==> config.mk <==
export PLATFORM = sky130hd
export DESIGN_NAME = motion_integrator
export DESIGN_NICKNAME = d
export VERILOG_FILES = /design/src/rtl/motion_pkg.sv /design/src/rtl/motion_wall_resolve.sv /design/src/rtl/motion_integrator.sv
export SDC_FILE = /design/constraint.sdc
export NUM_CORES = 1
export LEC_CHECK = 0
export ABC_AREA = 0
export CORE_MARGIN = 5
export CORE_UTILIZATION = 35
export DETAILED_ROUTE_END_ITERATION = 10
export MAX_ROUTING_LAYER = met4
export PLACE_DENSITY = 0.57
export SLEW_MARGIN = 0
export SYNTH_ARGS = -nofsm -noshare
export SYNTH_HDL_FRONTEND = slang
export SYNTH_SLANG_ARGS = --single-unit
==> constraint.sdc <==
create_clock -name CLK -period 9.1 [get_ports CLK]
set_input_delay 1.82 -clock CLK [delete_from_list [all_inputs] [get_ports CLK]]
set_output_delay 1.82 -clock CLK [all_outputs]
set_load 0.05 [all_outputs]
==> src/rtl/motion_pkg.sv <==
// rtl/motion_pkg.sv - shared FSM encoding and saturating arithmetic for the motion integrator
package motion_pkg;

   // Wide enough that velocity + acceleration - friction never wraps before saturation.
   localparam int SAT_W = 64;

   typedef enum logic [2:0] {IDLE, VEL, POS, WALL, DONE} motion_state_e;

   function automatic logic signed [SAT_W-1:0] sat_add(
      input logic signed [SAT_W-1:0] a,
      input logic signed [SAT_W-1:0] b,
      input logic signed [SAT_W-1:0] limit
   );
      logic signed [SAT_W-1:0] s;
      s = a + b;
      if (s > limit) return limit;
      if (s < -limit) return -limit;
      return s;
   endfunction

endpackage

==> src/rtl/motion_wall_resolve.sv <==
// rtl/motion_wall_resolve.sv - combinational wall clamp/bounce shared by every axis
module motion_wall_resolve #(
   parameter int VEL_W        = 32,
   parameter int POS_W        = 16,
   parameter int VMAX         = 1048576,
   parameter int POS_MIN      = 0,
   parameter int POS_MAX      = 639,
   parameter int BOUNCE_SHIFT = 2
) (
   input  logic signed [POS_W:0]   p_i,
   input  logic signed [VEL_W-1:0] v_i,
   input  logic                    mode_i,
   output logic signed [POS_W-1:0] pos_o,
   output logic signed [VEL_W-1:0] v_o,
   output logic                    hit_min_o,
   output logic                    hit_max_o
);
   import motion_pkg::*;

   logic signed [SAT_W-1:0] p_w;
   logic signed [SAT_W-1:0] v_w;
   logic                    lo;
   logic                    hi;

   always_comb begin
      p_w       = SAT_W'(p_i);
      v_w       = SAT_W'(v_i);
      lo        = (p_w < SAT_W'(POS_MIN));
      hi        = (p_w > SAT_W'(POS_MAX));
      hit_min_o = lo;
      hit_max_o = hi;
      pos_o     = p_i[POS_W-1:0];
      v_o       = v_i;
      if (lo) pos_o = POS_W'(POS_MIN);
      if (hi) pos_o = POS_W'(POS_MAX);
      // Bounce keeps 1 - 2^-BOUNCE_SHIFT of the speed and reverses direction.
      if (lo || hi) begin
         if (mode_i)
            v_o = VEL_W'(sat_add(SAT_W'(0), -(v_w - (v_w >>> BOUNCE_SHIFT)), SAT_W'(VMAX)));
         else
            v_o = '0;
      end
   end

endmodule

==> src/rtl/motion_integrator.sv <==
// rtl/motion_integrator.sv - per-axis velocity/position integrator with saturation, friction and walls
module motion_integrator #(
   parameter int ACCEL_W        = 8,
   parameter int VEL_W          = 32,
   parameter int POS_W          = 16,
   parameter int VELOCITY_SHIFT = 8,
   parameter int VMAX           = 1048576,
   parameter int FRICTION_SHIFT = 0,
   parameter int POS_MIN        = 0,
   parameter int POS_MAX        = 639,
   parameter int WALL_MODE      = 0,
   parameter int BOUNCE_SHIFT   = 2
) (
   input  logic                      CLK,
   input  logic                      RST_N,
   input  logic                      i_calc_time,
   input  logic                      i_rst_v,
   input  logic                      i_rst_p,
   input  logic signed [POS_W-1:0]   i_pos_init,
   input  logic signed [ACCEL_W-1:0] i_accel,
   output logic signed [VEL_W-1:0]   o_velocity,
   output logic signed [POS_W-1:0]   o_position,
   output logic                      o_busy,
   output logic                      o_done,
   output logic                      o_hit_min,
   output logic                      o_hit_max,
   output logic                      o_overrun
);
   import motion_pkg::*;

   motion_state_e             state_q;
   logic signed [ACCEL_W-1:0] accel_q;
   logic signed [VEL_W-1:0]   v_q;
   logic signed [VEL_W-1:0]   v_d;
   logic signed [VEL_W-1:0]   wall_v_d;
   logic signed [POS_W-1:0]   pos_q;
   logic signed [POS_W-1:0]   wall_pos_d;
   logic signed [POS_W:0]     p_q;
   logic signed [POS_W:0]     p_d;
   logic                      wall_min_d;
   logic                      wall_max_d;
   logic                      pend_min_q;
   logic                      pend_max_q;
   logic                      done_q;
   logic                      hit_min_q;
   logic                      hit_max_q;
   logic                      overrun_q;
   logic                      wall_mode;

   assign wall_mode = (WALL_MODE != 0);

   always_comb begin
      v_d = VEL_W'(sat_add(SAT_W'(v_q) - ((FRICTION_SHIFT == 0) ? SAT_W'(0)
                                                               : (SAT_W'(v_q) >>> FRICTION_SHIFT)),
                           SAT_W'(accel_q), SAT_W'(VMAX)));
      p_d = {pos_q[POS_W-1], pos_q} + (POS_W+1)'(v_q >>> VELOCITY_SHIFT);
   end

   motion_wall_resolve #(
      .VEL_W        (VEL_W),
      .POS_W        (POS_W),
      .VMAX         (VMAX),
      .POS_MIN      (POS_MIN),
      .POS_MAX      (POS_MAX),
      .BOUNCE_SHIFT (BOUNCE_SHIFT)
   ) u_wall (
      .p_i       (p_q),
      .v_i       (v_q),
      .mode_i    (wall_mode),
      .pos_o     (wall_pos_d),
      .v_o       (wall_v_d),
      .hit_min_o (wall_min_d),
      .hit_max_o (wall_max_d)
   );

   always_ff @(posedge CLK or negedge RST_N) begin
      if (!RST_N) begin
         state_q    <= IDLE;
         accel_q    <= '0;
         v_q        <= '0;
         pos_q      <= POS_W'(POS_MIN);
         p_q        <= '0;
         pend_min_q <= 1'b0;
         pend_max_q <= 1'b0;
         done_q     <= 1'b0;
         hit_min_q  <= 1'b0;
         hit_max_q  <= 1'b0;
         overrun_q  <= 1'b0;
      end else begin
         done_q    <= 1'b0;
         hit_min_q <= 1'b0;
         hit_max_q <= 1'b0;
         if (i_calc_time && state_q != IDLE) overrun_q <= 1'b1;
         // Either clear aborts whatever update is in flight and swallows a same-cycle tick.
         if (i_rst_v || i_rst_p) begin
            state_q <= IDLE;
            if (i_rst_v) v_q <= '0;
            if (i_rst_p) pos_q <= i_pos_init;
         end else begin
            case (state_q)
               IDLE: begin
                  if (i_calc_time) begin
                     accel_q <= i_accel;
                     state_q <= VEL;
                  end
               end
               VEL: begin
                  v_q     <= v_d;
                  state_q <= POS;
               end
               POS: begin
                  p_q     <= p_d;
                  state_q <= WALL;
               end
               WALL: begin
                  pos_q      <= wall_pos_d;
                  v_q        <= wall_v_d;
                  pend_min_q <= wall_min_d;
                  pend_max_q <= wall_max_d;
                  state_q    <= DONE;
               end
               DONE: begin
                  done_q    <= 1'b1;
                  hit_min_q <= pend_min_q;
                  hit_max_q <= pend_max_q;
                  state_q   <= IDLE;
               end
               default: state_q <= IDLE;
            endcase
         end
      end
   end

   assign o_velocity = v_q >>> VELOCITY_SHIFT;
   assign o_position = pos_q;
   assign o_busy     = (state_q != IDLE);
   assign o_done     = done_q;
   assign o_hit_min  = hit_min_q;
   assign o_hit_max  = hit_max_q;
   assign o_overrun  = overrun_q;

endmodule

; After elaboration in Yosys (flattened, before gate mapping)
; Cells that the tools add are included.
[op_classes]
n_addsub = 2
order_cmp = 4
reduce_logical = 12
muxes = 25
n_eq_ne = 8
n_bitwise = 1
[ops]
columns = op, n
row1 = $mux W32, 7
row2 = $mux W16, 5
row3 = $pmux W32 S2, 1
row4 = $add A32 B8 Y33, 1
row5 = $gt A33 B22 Y1 const B, 1
row6 = $lt A33 B21 Y1 const B, 1
row7 = $add A17 B17 Y17, 1
row8 = $gt A17 B11 Y1 const B, 1
row9 = $lt A17 B1 Y1 const B, 1
row10 = $pmux W3 S4, 1
row11 = $mux W1, 9
row12 = $eq A3 B2 Y1 const B, 2
row13 = $mux W3, 2
row14 = $reduce_and A2 Y1, 3
row15 = $reduce_and A3 Y1, 2
row16 = $reduce_bool A3 Y1, 2
row17 = $ne A2 B2 Y1 const B, 2
row18 = $eq A3 B1 Y1 const B, 1
row19 = $eq A3 B3 Y1 const B, 1
row20 = $logic_not A3 Y1, 1
row21 = $ne A3 B2 Y1 const B, 1
row22 = $ne A3 B3 Y1 const B, 1
row23 = $logic_or A1 B1 Y1, 2
row24 = $reduce_bool A2 Y1, 1
row25 = other kinds (2), 2
[totals]
in_bits = 29
out_inout_bits = 53
reg_bits = 82

; Depth between registers and ports, before layout
; Gate-level depths: netlist of the first run.
[depth]
depth_word = 8
ltp_mapped = 15
ltp_nobuf = 13

; Hierarchy
; From an unflattened synthesis of the first run, not the netlist that was laid out.
[unflattened]
cells_unflattened = 1370
area_unflattened_um2 = 10483.8
[by_module_without_submodules]
columns = module, seq_area_each_um2, n_inst, area_per_inst_um2, cells_each
row1 = motion_integrator, 2052.0, 1, 6771.5, 781
row2 = motion_wall_resolve, 0.0, 1, 3712.3, 589

; Worst setup path before layout of the first run
; Ideal clock, no wire load.
[synth_path]
kind = input to register
start = in i_rst_p
end = reg v_q[14]
t_arrival_ns = 4.292
path_slack_ns = 4.742
path_stages = 12
required_time_ns = 9.034
path_buffers = 3
setup_time_ns = 0.066
path_cell_list = clkbuf_1 nor2_1 nand3b_1 or4_1 or3_1 nor4_1 nor4bb_1 a31o_2 a32o_2 buf_6 buf_12 a22o_1
[synth_between]
elab_chain_len = 3
elab_cells_between_ends = 6
cone_classes = eq/ne: 2 / mux: 1 / reduce/logical: 3
[synth_rtl]
columns = item, line
row1 = from (decl), motion_integrator.sv:18  ; input logic i_rst_p,
row2 = $logic_or A1 B1 Y1 *, motion_integrator.sv:95  ; if (i_rst_v || i_rst_p) begin
row3 = "$ne A3 B2 Y1 (no source line), or another cell as far along", n/a
row4 = $reduce_and A3 Y1 (no source line), n/a
row5 = to (signal assigned), motion_integrator.sv:108  ; v_q <= v_d;
row6 = to (signal assigned), motion_integrator.sv:117  ; v_q <= wall_v_d;
row7 = to (decl), motion_integrator.sv:33  ; logic signed [VEL_W-1:0] v_q;
; Mark *: on every way between the ends. The rest lies on a longest branch, timed or not.
; A chain may end at the register's enable or synchronous reset.

; Worst setup path after layout of the first run
[layout_path]
start = in i_rst_p
end = reg v_q[3]
; The elaborated chain is that of the path after synthesis.

==> flow_metrics.env, run 1 <==
export IMPL_worst_setup_hold_path_clk_slew_ns=0.07
export IMPL_drtIter0Drc=365
export IMPL_setup_total_negative_slack_ns=0
export IMPL_ctsHoldBuffers=0
export IMPL_mappedNetlistArea_um2=6187
export IMPL_family_with_the_most_delay_on_the_worst_path="simple AND/OR/NAND/NOR gates"
export IMPL_clock_root_buffer="clkbuf_16"
export IMPL_port_buffer_count=81
export IMPL_clock_sinks=82
export IMPL_area_growth_syn_to_layout_pct=17.92
export IMPL_total_number_of_yosys_warnings=0
export IMPL_tightestPinTransition_ns=1.044
export IMPL_die_width_um=143.0
export IMPL_rows=48
export IMPL_layout_nets=802
export IMPL_critPathRequiredTime_ns=9.39
export IMPL_post_synthesis_register_bit_count=82
export IMPL_post_route_cells_drive_above_1_share_pct=7.692
export IMPL_finalPower_mw=1.204
export IMPL_fmax_mhz=194.3
export IMPL_synthMostInstantiatedCell="dfrtp_1"
export IMPL_result_of_the_run="completed"
export IMPL_die_y_um=143.0
export IMPL_post_cts_resized_instances=0
export IMPL_antenna_left=0
export IMPL_timing_rr_end="v_q[3]"
export IMPL_via_count=5217
export IMPL_routed_wire_length_per_instance_um=17.56
export IMPL_synthCells=683
export IMPL_grt_start_max_net_pins=61
export IMPL_antenna_found_initial=0
export IMPL_grt_util_all_layers_pct=17.49
export IMPL_remaining_drc_errors=0
export IMPL_start_util_pct=35.77
export IMPL_timing_critical_path_from_type="primary input"
export IMPL_place_worst_setup_slack_ns=3.608
export IMPL_number_of_global_route_vias_before_repair=5272
export IMPL_core_area_um2=17300
export IMPL_worstHoldPathCells=1
export IMPL_synth_enable_flop_cells=0
export IMPL_timing_final_ws_setup_ns=3.954
export IMPL_max_cap_violations=0
export IMPL_cp_cell_sequence="clkdlybuf4s50_1 > nor2_1 > nand3b_1 > or4_1 > or3_1 > nor4_1 > nor4bb_1 > a31o_2 > a32o_2 > a22o_1"
export IMPL_die_area_um2=20440
export IMPL_place_hpwl_mm=12.99
export IMPL_worst_r2r_setup_slack_ns=4.19
export IMPL_timing_slew_headroom_pct=29.87
export IMPL_postCtsSetupRepairBufs=0
export IMPL_count_of_antenna_diodes_in_the_layout=0
export IMPL_vias_per_cell=5.474
export IMPL_drt_pass1_iterations=8
export IMPL_cp_arrival_ns=5.43
export IMPL_finalWorstPathRequiredPeriod_ns=5.146
export IMPL_ios=82
export IMPL_worstHoldPathType="flip-flop to flip-flop"
export IMPL_rr_startpoint="accel_q[7]"
export IMPL_routed_wl_mm=16.73
export IMPL_rsz0062_at_grt="no"
export IMPL_overflow=0
export IMPL_p_leak_nw=3.289
export IMPL_ys_async_sr_fraction_pct=100.0
export IMPL_clock_insertion_delay_worst_skew_ns=0.35
export IMPL_gpl_final_weighted_congestion=0.8645
export IMPL_clockBufferDepth=2
export IMPL_period_share_pct=56.55
export IMPL_cts_inserted_buffers=9
export IMPL_postSynthNetCount=762
export IMPL_synthDominantAreaCellType="dfrtp_1"
export IMPL_hold_path_startpoint="o_overrun"
export IMPL_hold_viol_final=0
export IMPL_setup_worst_path_class="primary input to flip-flop"
export IMPL_nFillCells=1683
export IMPL_htreeDepth=3
export IMPL_avgSynthCellArea_um2=9.059
export IMPL_yosys_most_used_dff="dfrtp_1"
export IMPL_synth_cell_types=74
export IMPL_ys_top_cells_by_area="dfrtp_1, ha_1, a21oi_1"
export IMPL_yosys_top_cells_count="dfrtp_1, nand2_1, a21oi_1"
export IMPL_finalHoldWorstSlack_ns=0.4634
export IMPL_critPathCaptureType="flip-flop"
export IMPL_final_max_slew_violation_count=0
export IMPL_synth_seq_area_share_pct=33.16
export IMPL_setup_viol_count_final=0
export IMPL_worst_hold_path_endpoint="o_overrun"
export IMPL_grt_pass1_wl_mm=27.86
export IMPL_power_density_nw_per_um2=165.1
export IMPL_crit_path_max_fo=19
export IMPL_ir_worst_vdd_mv=0.08991
export IMPL_cts_tree="yes"
export IMPL_fin_worst_skew_ns=0.01286
export IMPL_worst_path_largest_cell_delay_ns=0.69
export IMPL_timing_reg2reg_worst_path_depth=11
export IMPL_synthDominantCellAreaShare_pct=33.16
export IMPL_combined_buffer_and_inverter_count_along_the_critical_path=1
export IMPL_timing_critical_path_slowest_stage_cell="clkdlybuf4s50_1"
[power breakdown]
group | leakage [nW] | switching [mW] | internal, mW
Sequential | 1.07 | 0.0330 | 0.396
Clock | 0.162 | 0.154 | 0.257
Combinational | 2.06 | 0.224 | 0.140
[cell type report]
cell class	count	area, um^2	area share (%)
Tap cell	225	281.5	3.859
Clock buffer	11	252.7	3.464
Timing Repair Buffer	85	838.3	11.49
Multi-Input combinational cell	528	3722	51.02
Inverter	17	63.81	0.8746
Sequential cell	82	2052	28.13
Clock inverter	5	85.08	1.166
[worst max path at each step]
stage                  from       to  slack (ns)  depth (start not counted)
floorplan           i_rst_p  v_q[14]        4.74                         12
global placement    i_rst_p  v_q[18]        3.72                         10
detailed placement  i_rst_p   v_q[3]        3.61                         10
CTS                 i_rst_p   v_q[3]        3.96                         10
global route        i_rst_p   v_q[3]        3.75                         10
finish              i_rst_p   v_q[3]        3.95                         10
[cell usage in the layout (no fill, tap or decap), types with 4 or more instances in the layout]
master,synthesis,final
a21oi_1,53,53
nor3_1,10,10
and2_1,8,8
mux2_2,12,12
dfrtp_1,82,82
xor2_1,15,15
a211oi_1,6,6
a41oi_1,4,4
a31o_2,5,5
ha_1,48,48
nand2_1,63,63
nor4_1,4,4
clkbuf_16,0,9
mux2i_1,9,9
a31oi_1,7,6
nand3_1,15,15
nor2b_1,9,9
a21o_1,23,23
inv_1,16,16
nor3b_1,4,4
buf_4,32,5
xnor2_1,20,20
and3_1,8,8
a22o_1,19,19
o2111ai_1,5,5
clkdlybuf4s50_1,0,80
o211ai_1,10,10
nand2b_1,6,6
o21ai_0,51,51
or2_2,5,5
or3_1,4,4
o31ai_1,6,6
o21a_1,5,5
nor2_1,41,41
[flip-flops by register name, summed over array words and instances (netlist names)]
signal	count
v_q	32
p_q	17
o_position	16
accel_q	8
state_q	3
o_done	1
o_hit_max	1
o_hit_min	1
o_overrun	1
pend_max_q	1
pend_min_q	1
[routing by layer]
metal	up-vias	GRT usage [%]	part of all wire, %
met5	-	-	0
met4	0	4.552	1.3
met3	16	2.847	3.5
met2	96	29.55	50
met1	2526	21.84	45
li1	2579	-	-
[cells by family after synthesis]
kind of cell | count (synthesis) | synth area share [%]
AND/OR/NAND/NOR | 195 | 15.79
flip-flops | 82 | 33.16
adder cells (fa/ha/maj) | 50 | 10.35
buffers and inverters | 73 | 6.774
multiplexers | 22 | 3.883
XOR/XNOR | 35 | 4.955
AO/OA/AOI/OAI | 226 | 25.08
[stage by stage]
step	area (um^2)	util (%)	cells
floorplan	6187	-	683
global placement	6958	40.23	937
detailed placement	6958	40.23	937
CTS	7296	42.18	953
global route	7296	42.18	953
finish	7296	42.18	953
[worst register-to-register path, stage by stage, from the launching register on]
cell and delay [ns]:
dfrtp_1 0.99, ha_1 0.46, a211oi_1 0.41, o211ai_1 0.18, a221oi_1 0.69, o2111ai_1 0.21
o211ai_1 0.16, a31oi_1 0.09, or4_4 0.52, nor4_2 0.40, a32o_2 0.51, a22o_1 0.23
No activity file was read; power rests on OpenSTA's default activity.
==> run 2: changes to the inputs <==
- PLACE_DENSITY: 0.57 -> 0.59
- clock period: 9.1 -> 4.14 ns (I/O delays scaled with it)
==> run 2 against run 1 <==
Compared with the run above:
- final cell count rose by 1.7%
- critical endpoint is now v_q[1]
- global-route usage fell by 0.16 points
- core utilization rose by 0.79 points
- wire length fell by 0.49%
- worst hold slack got worse by 0.00057 ns
- largest cell class unchanged
- clock power rose by 110%
- largest power group unchanged
==> flow_metrics.env, run 2 (same netlist as run 1, synthesis figures left out) <==
export IMPL_result_of_the_run="completed"
export IMPL_post_route_cells_drive_above_1_share_pct=9.812
export IMPL_finalPower_mw=2.635
export IMPL_setup_viol_count_final=0
export IMPL_gpl_final_weighted_congestion=0.8983
export IMPL_largest_register_ff_count=32
export IMPL_fin_worst_skew_ns=0.008464
export IMPL_routed_wl_mm=16.65
export IMPL_port_buffer_count=81
export IMPL_tightestPinTransition_ns=0.9049
export IMPL_antenna_left=0
export IMPL_layout_nets=820
export IMPL_critPathCaptureType="flip-flop"
export IMPL_critPathCapture="v_q[1]"
export IMPL_vias_per_cell=5.488
export IMPL_htreeDepth=3
export IMPL_period_share_pct=95.56
export IMPL_worstHoldPathCells=1
export IMPL_die_y_um=143.0
export IMPL_die_area_um2=20440
export IMPL_grt_pass1_wl_mm=27.94
export IMPL_finalHoldWorstSlack_ns=0.4628
export IMPL_core_area_um2=17300
export IMPL_die_width_um=143.0
export IMPL_power_density_nw_per_um2=354.6
export IMPL_overflow=0
export IMPL_clockBufferDepth=2
export IMPL_grt_start_max_net_pins=69
export IMPL_mostFrequentLayoutCells="dfrtp_1, clkdlybuf4s50_1, nand2_1"
export IMPL_area_growth_syn_to_layout_pct=20.12
export IMPL_rr_startpoint="v_q[0]"
export IMPL_finish_instance_area_um2=7432
export IMPL_clock_sinks=82
export IMPL_via_count=5318
export IMPL_timing_rr_end="v_q[1]"
export IMPL_max_cap_violations=0
export IMPL_dpl_instance_area_um2=7091
export IMPL_timing_reg2reg_worst_path_depth=14
export IMPL_critPathLaunch="v_q[0]"
export IMPL_dp_cells=953
export IMPL_cts_inserted_buffers=9
export IMPL_routed_wire_length_per_instance_um=17.18
export IMPL_finalWorstPathRequiredPeriod_ns=3.956
export IMPL_setup_total_negative_slack_ns=0
export IMPL_ir_worst_vdd_mv=0.1905
export IMPL_drtIter0Drc=234
export IMPL_timing_critical_path_from_type="flip-flop"
export IMPL_worst_setup_hold_path_clk_slew_ns=0.06
export IMPL_hold_path_startpoint="o_overrun"
export IMPL_p_leak_nw=3.375
export IMPL_worstHoldPathType="flip-flop to flip-flop"
export IMPL_place_hpwl_mm=12.96
export IMPL_instances_no_fill=969
export IMPL_timing_slew_headroom_pct=39.68
export IMPL_grt_util_all_layers_pct=17.33
export IMPL_fmax_mhz=252.8
export IMPL_regMostFlops="v_q"
export IMPL_hold_viol_final=0
export IMPL_antenna_found_initial=0
export IMPL_rows=48
export IMPL_critPathRequiredTime_ns=4.42
export IMPL_drt_pass1_iterations=4
export IMPL_number_of_global_route_vias_before_repair=5450
export IMPL_setup_worst_path_class="flip-flop to flip-flop"
export IMPL_mostFrequentLayoutCell="dfrtp_1"
export IMPL_final_max_slew_violation_count=0
export IMPL_crit_path_max_fo=19
export IMPL_cts_tree="yes"
export IMPL_ios=82
export IMPL_worst_r2r_setup_slack_ns=0.18
export IMPL_clock_insertion_delay_worst_skew_ns=0.35
export IMPL_count_of_antenna_diodes_in_the_layout=0
export IMPL_cp_arrival_ns=4.24
export IMPL_start_util_pct=35.77
export IMPL_clock_root_buffer="clkbuf_16"
export IMPL_remaining_drc_errors=0
-- run 2: cell types whose count changed in the layout (fill, tap and decap cells not counted), sizes merged --
| cell | previous run | this run |
|---|---|---|
| clkbuf | 11 | 10 |
| buf | 5 | 23 |
| clkinv | 2 | 1 |
-- run 2: area by class of cell --
cell class	count	area [um^2]
inverters	17	63.81
flip-flops and latches	82	2052
fillers	1659	9864
multi-input cells	528	3734
well taps	225	281.5
clock inverters	4	76.32
clock buffers	10	239.0
repair buffers	103	985.9
-- run 2: routing by layer --
metal | part of all wire [%] | GRT usage [%] | vias up | routed length [um]
li1 | - | - | 2621 | -
met1 | 46 | 21.98 | 2571 | 7711
met2 | 48 | 28.24 | 104 | 7969
met3 | 3.4 | 2.512 | 22 | 567
met4 | 2.4 | 6.253 | 0 | 401
met5 | 0 | - | - | 0
-- run 2: critical path, stage by stage (launching register included) --
cell and delay [ns]:
dfrtp_1 0.36, ha_1 0.17, inv_1 0.06, fa_1 0.41, nor2b_2 0.18, o311ai_2 0.14
a21bo_2 0.25, a2111o_4 0.52, a21boi_2 0.20, mux2_4 0.32, or4_4 0.52, nor4_4 0.28
a32o_2 0.19, buf_12 0.15, a22o_1 0.14
-- run 2: repair_timing --
action,in CTS,in global routing
resized for setup,0,3
endpoints found under the setup margin,0,21
setup buffers,0,2
hold buffers,0,0
-- run 2: report_power, final --
part	internal, mW	switching (mW)
clock	0.540	0.325
combinational	0.323	0.520
sequential	0.871	0.0567
-- run 2: stage by stage --
stage	setup WS [ns]	util, %
5_1_grt	-0.01690	42.97
3_5_place_dp	0.09519	40.99
3_3_place_gp	0.1968	40.99
6_report	0.1839	42.97
2_1_floorplan	0.07226	-
4_1_cts	0.08002	42.82
-- run 2: worst min path at each step --
stage,endpoint,slack [ns]
6_report,o_overrun,0.46
5_1_grt,o_overrun,0.48
4_1_cts,o_overrun,0.46
3_5_place_dp,o_overrun,0.45
3_3_place_gp,o_overrun,0.44
2_1_floorplan,pend_min_q,0.44
==> run 3: changes to the inputs <==
- CORE_UTILIZATION: 35 -> 51
- PLACE_DENSITY: 0.59 -> 0.8
==> run 3 against run 2 <==
Compared with the run above:
- via count up 1.2%
- power down 1.9%
- sequential power about the same
- largest cell class unchanged
- fmax down 1.2%
- critical path type unchanged
- register-to-register slack worse by 0.05 ns
- largest power group unchanged
- die area down 29%
==> flow_metrics.env, run 3 (same netlist as run 1, synthesis figures left out) <==
export IMPL_setup_viol_count_final=0
export IMPL_place_hpwl_mm=12.58
export IMPL_worstHoldPathType="flip-flop to flip-flop"
export IMPL_tightestPinTransition_ns=0.9930
export IMPL_fin_worst_skew_ns=0.01040
export IMPL_count_of_antenna_diodes_in_the_layout=0
export IMPL_switching_power_mw=0.9028
export IMPL_die_area_um2=14430
export IMPL_area_growth_syn_to_layout_pct=18.16
export IMPL_worst_r2r_setup_slack_ns=0.14
export IMPL_number_of_global_route_vias_before_repair=5378
export IMPL_period_share_pct=96.72
export IMPL_ctsHoldBuffers=0
export IMPL_nFillCells=1018
export IMPL_cts_tree="yes"
export IMPL_comb_power_share_pct=33.0
export IMPL_max_cap_violations=0
export IMPL_overflow=0
export IMPL_routed_wire_length_per_instance_um=18.27
export IMPL_power_density_nw_per_um2=353.7
export IMPL_largest_register_ff_count=32
export IMPL_p_leak_nw=3.361
export IMPL_timing_critical_path_from_type="flip-flop"
export IMPL_crit_path_max_fo=19
export IMPL_die_width_um=120.1
export IMPL_regMostFlops="v_q"
export IMPL_cpMostUsedCell="buf_4"
export IMPL_final_max_slew_violation_count=0
export IMPL_family_with_the_most_delay_on_the_worst_path="compound AO/OA/AOI/OAI gates"
export IMPL_combined_buffer_and_inverter_count_along_the_critical_path=4
export IMPL_gpl_final_weighted_congestion=0.9157
export IMPL_routed_wl_mm=16.28
export IMPL_worst_setup_hold_path_clk_slew_ns=0.06
export IMPL_critPathRequiredTime_ns=4.41
export IMPL_drtIter0Drc=511
export IMPL_fmax_mhz=249.7
export IMPL_post_route_cells_drive_above_1_share_pct=9.812
export IMPL_worst_path_largest_cell_delay_ns=0.44
export IMPL_clock_power_share_pct=31.1
export IMPL_cp_arrival_ns=4.28
export IMPL_grt_util_all_layers_pct=23.27
export IMPL_die_y_um=120.1
export IMPL_finalHoldWorstSlack_ns=0.4579
export IMPL_clock_insertion_delay_worst_skew_ns=0.34
export IMPL_ios=82
export IMPL_critPathCaptureType="flip-flop"
export IMPL_antenna_found_initial=0
export IMPL_timing_critical_path_slowest_stage_cell="dfrtp_1"
export IMPL_result_of_the_run="completed"
export IMPL_intPower_mw=1.683
export IMPL_setup_worst_path_class="flip-flop to flip-flop"
export IMPL_htreeDepth=3
export IMPL_start_util_pct=51.73
export IMPL_cp_cell_sequence="buf_4 > buf_4 > ha_1 > a21o_1 > o41ai_1 > buf_4 > nor3b_1 > a221o_1 > nor3b_1 > o211ai_1 > nor4_4 > a32o_2 > buf_12 > a22o_1"
export IMPL_mostFrequentLayoutCell="dfrtp_1"
export IMPL_rows=40
export IMPL_finalWorstPathRequiredPeriod_ns=4.004
export IMPL_power_switching_fraction_pct=34.91
export IMPL_drt_pass1_iterations=5
export IMPL_cts_inserted_buffers=9
export IMPL_hold_viol_final=0
export IMPL_setup_total_negative_slack_ns=0
export IMPL_rsz0062_at_grt="no"
export IMPL_antenna_left=0
export IMPL_core_area_um2=11960
export IMPL_clock_root_buffer="clkbuf_16"
export IMPL_grt_start_max_net_pins=83
export IMPL_via_count=5383
export IMPL_mostFrequentLayoutCells="dfrtp_1, clkdlybuf4s50_1, nand2_1"
export IMPL_remaining_drc_errors=0
export IMPL_port_buffer_count=81
export IMPL_layout_nets=819
export IMPL_vias_per_cell=6.042
export IMPL_clock_sinks=82
export IMPL_timing_slew_headroom_pct=33.80
export IMPL_clockBufferDepth=2
export IMPL_ir_worst_vdd_mv=0.1656
export IMPL_power_share_sequential_pct=36.0
export IMPL_grt_pass1_wl_mm=26.72
[run 3: final timing paths]
| kind | from | to | cells after the start |
|---|---|---|---|
| max | accel_q[7] | v_q[1] | 14 |
| min | o_overrun | o_overrun | 1 |
| max reg2reg | accel_q[7] | v_q[1] | 14 |
| min reg2reg | o_overrun | o_overrun | 1 |
| max in group asynchronous | RST_N | o_position[11] | 1 |
| min in group asynchronous | RST_N | pend_max_q | 1 |
[run 3: timing repair]
item / CTS / global route
buffers inserted: 0 / 1
endpoints found under the setup margin: 0 / 19
gates resized for setup: 0 / 3
[run 3: cell type report]
| class | instances | area (um^2) | share of cell area (%) |
|---|---|---|---|
| flip-flops and latches | 82 | 2052 | 28.07 |
| clock inverters | 4 | 51.30 | 0.7017 |
| repair buffers | 102 | 978.4 | 13.38 |
| clock buffers | 11 | 242.7 | 3.320 |
| well taps | 147 | 183.9 | 2.516 |
| inverters | 17 | 63.81 | 0.8728 |
| multi-input cells | 528 | 3739 | 51.14 |
[run 3: layer usage]
metal | vias up | wire (um) | global-route usage (%)
met4 | 0 | 546 | 10.02
met5 | - | 0 | -
li1 | 2619 | - | -
met2 | 157 | 7792 | 37.13
met3 | 42 | 685 | 3.817
met1 | 2565 | 7253 | 29.34
[run 3: through the flow]
step | setup slack [ns] | std cells | utilization (%) | cell area, um^2 | total power [mW]
global route | 0.001585 | 891 | 61.12 | 7311 | 2.722
finish | 0.1359 | 891 | 61.12 | 7311 | 2.586
CTS | 0.02290 | 890 | 60.92 | 7287 | 2.583
floorplan | 0.07226 | 683 | - | 6187 | 1.516
detailed placement | 0.04901 | 875 | 58.46 | 6993 | 1.776
global placement | 0.1925 | 875 | 58.46 | 6993 | 1.752
[run 3: power groups by stage]
stage / sequential, mW / combinational (mW) / clock (mW)
floorplan: 0.995 / 0.522 / 0
global placement: 0.938 / 0.814 / 0
detailed placement: 0.943 / 0.834 / 0
CTS: 0.929 / 0.839 / 0.815
global route: 0.938 / 0.931 / 0.853
finish: 0.930 / 0.852 / 0.803
